==> src/rtl/load_store_unit.sv <==
// load_store_unit: RISC-V byte/half/word load-store lane steering to a sync-read dmem; optional misalign trap via LSU_MISALIGN_TRAP_EN
module load_store_unit #(
  parameter int ADDR_WIDTH = 14
) (
  input  logic                  clk,
  input  logic                  rst,
  input  logic                  req_valid,
  input  logic                  req_we,
  input  logic [2:0]            req_funct3,
  input  logic [31:0]           req_addr,
  input  logic [31:0]           req_wdata,
  output logic                  dmem_en,
  output logic [3:0]            dmem_we,
  output logic [ADDR_WIDTH-1:0] dmem_addr,
  output logic [31:0]           dmem_din,
  input  logic [31:0]           dmem_dout,
  output logic                  rsp_valid,
  output logic [31:0]           rsp_data,
  output logic                  misalign,
  output logic [7:0]            misalign_count
);
  logic [1:0]  off;
  logic        f3_ok;
  logic        mis;
  logic        go;
  logic [3:0]  mask;
  logic        ld_q, ld_d;
  logic [2:0]  f3_q, f3_d;
  logic [1:0]  off_q, off_d;
  logic [31:0] data_q, data_d;
  logic [7:0]  lane_b;
  logic [15:0] lane_h;
  logic [31:0] fmt;
  logic        unused;
  assign off       = req_addr[1:0];
  assign dmem_addr = req_addr[ADDR_WIDTH+1:2];
  assign unused    = ^req_addr[31:ADDR_WIDTH+2];
  // Request decode: legal funct3, misalignment, and whether dmem is touched
  always_comb begin
    f3_ok = req_we ? (!req_funct3[2] && req_funct3[1:0] != 2'b11)
                   : (req_funct3[1:0] != 2'b11 && !(req_funct3[2] && req_funct3[1]));
    mis   = (req_funct3[1:0] == 2'b01 && off[0]) || (req_funct3[1:0] == 2'b10 && off != 2'b00);
`ifdef LSU_MISALIGN_TRAP_EN
    go    = req_valid && !rst && f3_ok && !mis;
`else
    go    = req_valid && !rst && f3_ok;
`endif
    mask  = req_funct3[1:0] == 2'b00 ? 4'b0001 << off :
            req_funct3[1:0] == 2'b01 ? (off[1] ? 4'b1100 : 4'b0011) : 4'b1111;
  end
  // Memory port: store data is replicated so every lane the mask selects holds the right bytes
  always_comb begin
    dmem_en  = go;
    dmem_we  = (go && req_we) ? mask : 4'b0000;
    dmem_din = req_funct3[1:0] == 2'b00 ? {4{req_wdata[7:0]}} :
               req_funct3[1:0] == 2'b01 ? {2{req_wdata[15:0]}} : req_wdata;
  end
  // Load return path: lane select and extension of the synchronous read word
  always_comb begin
    lane_b    = dmem_dout[8*off_q +: 8];
    lane_h    = off_q[1] ? dmem_dout[31:16] : dmem_dout[15:0];
    fmt       = f3_q[1:0] == 2'b00 ? {{24{~f3_q[2] & lane_b[7]}}, lane_b} :
                f3_q[1:0] == 2'b01 ? {{16{~f3_q[2] & lane_h[15]}}, lane_h} : dmem_dout;
    rsp_valid = ld_q && !rst;
    ld_d      = go && !req_we;
    f3_d      = ld_d ? req_funct3 : f3_q;
    off_d     = ld_d ? off : off_q;
    data_d    = rsp_valid ? fmt : data_q;
    rsp_data  = data_d;
  end
  // Pending-load bookkeeping and held response data
  always_ff @(posedge clk) begin
    if (rst) begin
      ld_q   <= 1'b0;
      f3_q   <= 3'b000;
      off_q  <= 2'b00;
      data_q <= 32'h0;
    end else begin
      ld_q   <= ld_d;
      f3_q   <= f3_d;
      off_q  <= off_d;
      data_q <= data_d;
    end
  end
`ifdef LSU_MISALIGN_TRAP_EN
  logic       mis_q, mis_d;
  logic [7:0] cnt_q, cnt_d;
  // Misalign pulse and saturating counter
  always_comb begin
    mis_d = req_valid && !rst && f3_ok && mis;
    cnt_d = (mis_d && cnt_q != 8'hFF) ? cnt_q + 8'd1 : cnt_q;
  end
  // Misalign state registers
  always_ff @(posedge clk) begin
    if (rst) begin
      mis_q <= 1'b0;
      cnt_q <= 8'h00;
    end else begin
      mis_q <= mis_d;
      cnt_q <= cnt_d;
    end
  end
  assign misalign       = mis_q;
  assign misalign_count = cnt_q;
`else
  assign misalign       = 1'b0;
  assign misalign_count = 8'h00;
`endif
endmodule

==> config.mk <==
export PLATFORM = sky130hd
export DESIGN_NAME = load_store_unit
export DESIGN_NICKNAME = d
export VERILOG_FILES = /design/src/rtl/load_store_unit.sv
export SDC_FILE = /design/constraint.sdc
export NUM_CORES = 1
export LEC_CHECK = 0
export ABC_AREA = 1
export CORE_ASPECT_RATIO = 0.75
export CORE_UTILIZATION = 41
export DETAILED_ROUTE_END_ITERATION = 12
export PLACE_DENSITY_LB_ADDON = 0.08
export SLEW_MARGIN = 5
export SYNTH_ARGS = -nofsm -noshare
export SYNTH_HDL_FRONTEND = slang
export SYNTH_SLANG_ARGS = --single-unit
==> constraint.sdc <==
create_clock -name clk -period 4.25 [get_ports clk]
set_input_delay 0.85 -clock clk [delete_from_list [all_inputs] [get_ports clk]]
set_output_delay 0.85 -clock clk [all_outputs]
set_load 0.05 [all_outputs]
# Word level (Yosys, flattened, before mapping)
# Cells that the tools add are included.
# totals
regBits,38
in_bits,103
out_inout_bits,93
word_cells,37
# classes
n_eq_ne,3
shift,2
muxes,11
bitwise_logic,3
reduce_logical,14
# op_table
cell,count
32-bit two-way mux,5
32-bit by 6-bit indexed part select with 8-bit output,1
16-bit two-way mux,1
4-bit two-way mux,4
1-bit logical AND,8
"2-bit by 1-bit equality test with 1-bit output, second input constant",2
1-bit zero test,4
2-bit zero test,2
"1-bit by 2-bit << shifter with 4-bit output, first input constant",1
1-bit bitwise AND,2
"2-bit != test, second input constant",1
1-bit two-way mux,1
1-bit NOT,1

# Depth between registers and ports, before layout
# depth
depth_word,7
mapped_depth,11
ltp_nobuf,9

# Worst setup path after synthesis
# OpenSTA, ideal clock, no wires.
# synth_path
path_type,in2out
from,input rst
to,output dmem_we[0]
arrival_time_ps,2547
t_required_ps,3400
setup_slack_ps,853
stages,8
n_path_buf,1
path_cell_list,buf_2 -> inv_2 -> nand2_1 -> a21oi_1 -> nand2_1 -> inv_1 -> nand2_1 -> nor2_1
# synth_via
elab_chain_len,5
# synth_lines
item,line,rtl
"start, declared",6,"input logic rst,"
1-bit zero test,46,go = req_valid && !rst && f3_ok;
1-bit logical AND (2 in series),46,
net dmem_en,12,"output logic dmem_en,"
1-bit logical AND,54,dmem_we = (go && req_we) ? mask : 4'b0000;
4-bit two-way mux,54,
"end, declared",13,"output logic [3:0] dmem_we,"
# The timed path passes the listed nets, and every way through them passes these cells.

# Worst setup path after layout
# layout_path
from,input rst
to,output rsp_data[14]
# layout_via
elab_chain_len,3
# layout_lines
item,line,rtl
1-bit zero test,64,rsp_valid = ld_q && !rst;
1-bit logical AND,64,
32-bit two-way mux,68,data_d = rsp_valid ? fmt : data_q;
"end, declared",18,"output logic [31:0] rsp_data,"
# Every way passes these cells.

==> run summary <==
Outcome: finished, final reports clean
Final Hold Violating Endpoints: 0
Post-synth EDFFs: 0
Fin crit share: 87.1%
Inst Count DP: 759
Crit path arrival time: 2.85 ns
CTS resizes: 0
# port buffers: 142
Setup TNS: 0 ns
Final HPWL DP: 8110 µm
Top Ports: 196
Longest Clk Path Bufs: 2
Final slew viol count: 0
Worst Max-Slew Pin Slew: 0.810 ns
LEAKAGE: 2.59 nW
Pwr/cell area: 227 mW/mm²
Crit path required time: 3.40 ns
Fill cell count: 672
Crit path cell chain: clkdlybuf4s50_1 > inv_2 > nand2_4 > inv_2 > buf_4 > nand2_1 > inv_1 > nand2_1 > nand2_1 > inv_1 > buf_12
DRC violations left: 0
Total Wirelength: 10,500 µm
End of the worst hold path: data_q[7]$_SDFF_PP0_
Yosys cell types: 26
CP max FO: 32
Vias per cell: 4.87
H-tree levels: 2
Hold WC Path Type: flop to flop
Hold Path Stages: 2
DRT iter0 DRCs: 248
Grt ovf: 0
Initial antenna violation count: 0
Final ANT Viol Nets: 0
Startpoint type of the worst setup path: primary input
Number of global-route vias before repair: 3,340
FP Rows: 27
RSZ-0062 raised after global routing: no
Non-filler cells, final: 767
Post-CTS Hold Fix Bufs: 0
Multi-input logic area: 0.00174 mm²
Core Footprint: 0.00736 mm²
Slowest stage delay, CP: 0.51 ns
CP max stage cell: clkdlybuf4s50_1
Min Hold Slack: 0.479 ns
Die ar.: 0.00802 mm²
Ratio of cells with drive above 1 in the final layout: 14.4%
Min-delay src: data_q[7]$_SDFF_PP0_
Drt wl/cell: 13.7 µm
RR Startpoint: f3_q[1]$_SDFFE_PP0P_
Final Net Count: 768
Die H: 77.8 µm
CP top delay family: buffers and inverters
Gate Count Post-Synth: 561
Min Tclk post-route: 3.70 ns
Seq. cell area: 761 µm²
RePlAce Congestion: 0.863
Syn. warnings: 0
DR pass1 iterations: 6
Netlist Area Pre-Place: 0.00314 mm²
CP bufs+invs: 7
Fmax: 270 MHz
Seq cells post-synth: 38
DIE WIDTH: 103 µm
Sequential area share after synthesis: 24.2%
Clk root buf: clkbuf_8
Crit Path Class: primary input to output pin
Asr flop ratio synth: 0%
Mean cell area of the mapped netlist: 5.60 µm²
Post-CTS Setup Repair Bufs: 0
Maximum vdd ir drop: 0.135 mV
Max-cap violations: 0
R2R Setup Slk: 2.20 ns
Clock Sinks: 38
Max-Slew Margin vs Limit: 45.9%
Final setup viols: 0
Starting Density: 42.7%
Via count: 3,737
# diodes: 0
Most prevalent standard cell on the critical path: nand2_1
Ys flop type: dfxtp_1
Clock insertion delay at the later pin of the skew report: 0.30 ns
Clock skew: 0.00202 ns
Reg2Reg Depth: 8
Tot GR Track Use: 26.6%
CTS clk-pin slew, worst paths: 0.08 ns
Pin count of the biggest net entering global routing: 34
CTS tree: built
TritonCTS Buffers: 5
Layout area overhead: 59.9%
First-pass GRT wire length: 16,600 µm
RR Endpoint: data_q[9]$_SDFF_PP0_
Setup crit end kind: output pin
-- area by class of cell --
type | count | area share (%)
clock buffer | 6 | 1.64
clock inverter | 2 | 0.249
inverter | 75 | 5.70
multi-input combinational | 396 | 34.7
sequential | 38 | 15.1
tap | 101 | 2.51
timing repair buffer | 149 | 40.1
-- cells in the mapped netlist (5+ instances only) --
cell type / number / area, µm²
a21oi_1: 18 / 90.1
buf_2: 11 / 55.1
buf_4: 34 / 255
clkbuf_1: 11 / 41.3
dfxtp_1: 38 / 761
inv_1: 69 / 259
inv_2: 5 / 18.8
nand2_1: 215 / 807
nand3_1: 77 / 385
nor2_1: 31 / 116
o21ai_0: 13 / 65.1
or2_0: 5 / 31.3
or2_1: 5 / 31.3
or2_2: 14 / 87.6
-- power by group --
group / switching, mW / total [mW] / internal, mW
clock network: 0.137 / 0.267 / 0.130
registers: 0.00355 / 0.367 / 0.364
logic: 0.291 / 0.504 / 0.213
-- flip-flops by register name, summed over array words and instances, names as in the netlist --
name / flops
ld_q: 1
f3_q: 3
data_q: 32
off_q: 2
-- cells in the final DEF, fill, tap and decap left out --
| master | instances |
|---|---|
| nand2_1 | 215 |
| clkdlybuf4s50_1 | 88 |
| nand3_1 | 77 |
| inv_1 | 69 |
| buf_12 | 54 |
| dfxtp_1 | 38 |
| nor2_1 | 31 |
| a21oi_1 | 18 |
| or2_2 | 14 |
| o21ai_0 | 13 |
| conb_1 | 9 |
| buf_4 | 7 |
| clkbuf_8 | 6 |
| inv_2 | 5 |
| or2_0 | 5 |
| or2_1 | 5 |
| nand3_2 | 2 |
| nand2_4 | 1 |
| inv_6 | 1 |
| nor2_2 | 1 |
| nand4_4 | 1 |
| nor2_4 | 1 |
| o21ai_1 | 1 |
| nand3b_1 | 1 |
| nand3b_2 | 1 |
| clkinvlp_4 | 1 |
| clkinv_2 | 1 |
-- layer usage --
layer / routed length, µm / track usage (%)
met1: 4910 / 38.9
met2: 4530 / 39.8
met3: 900 / 4.68
met4: 138 / 6.90
met5: 0 / 0
-- logic make-up after synthesis --
| group | synth area share [%] |
|---|---|
| and+or+nand+nor | 49.2 |
| other | 0.119 |
| DFF | 24.2 |
| buffers and inverters | 21.3 |
| AOI/OAI and AO/OA | 5.10 |
-- how the worst max path moves through the flow --
stage          startpoint  depth (start not counted)  slack [ns]      endpoint
2_1_floorplan         rst                          8        0.85    dmem_we[0]
3_3_place_gp          rst                         11        0.58   rsp_data[8]
3_5_place_dp          rst                         11        0.58  rsp_data[12]
4_1_cts               rst                         11        0.58  rsp_data[10]
5_1_grt               rst                         11        0.38  rsp_data[12]
6_report              rst                         11        0.55  rsp_data[14]
-- per-stage QoR --
stage | worst slack [ns] | total power [mW] | instance area, µm² | util [%]
CTS | 0.575 | 1.15 | 5020 | 68.2
global route | 0.383 | 1.19 | 5020 | 68.2
floorplan | 0.853 | 0.684 | 3170 | -
detailed placement | 0.579 | 0.878 | 4930 | 66.9
finish | 0.547 | 1.14 | 5020 | 68.2
global placement | 0.583 | 0.874 | 4930 | 66.9
-- worst register-to-register path, stage by stage (launching register included) --
cell and delay [ns]:
dfxtp_1 0.85, nor2_2 0.27, inv_2 0.30, nand3_1 0.19
nand2_1 0.11, inv_1 0.05, nand2_1 0.05, nand2_1 0.08
nor2_1 0.09
No activity file was read; power rests on OpenSTA's default activity.
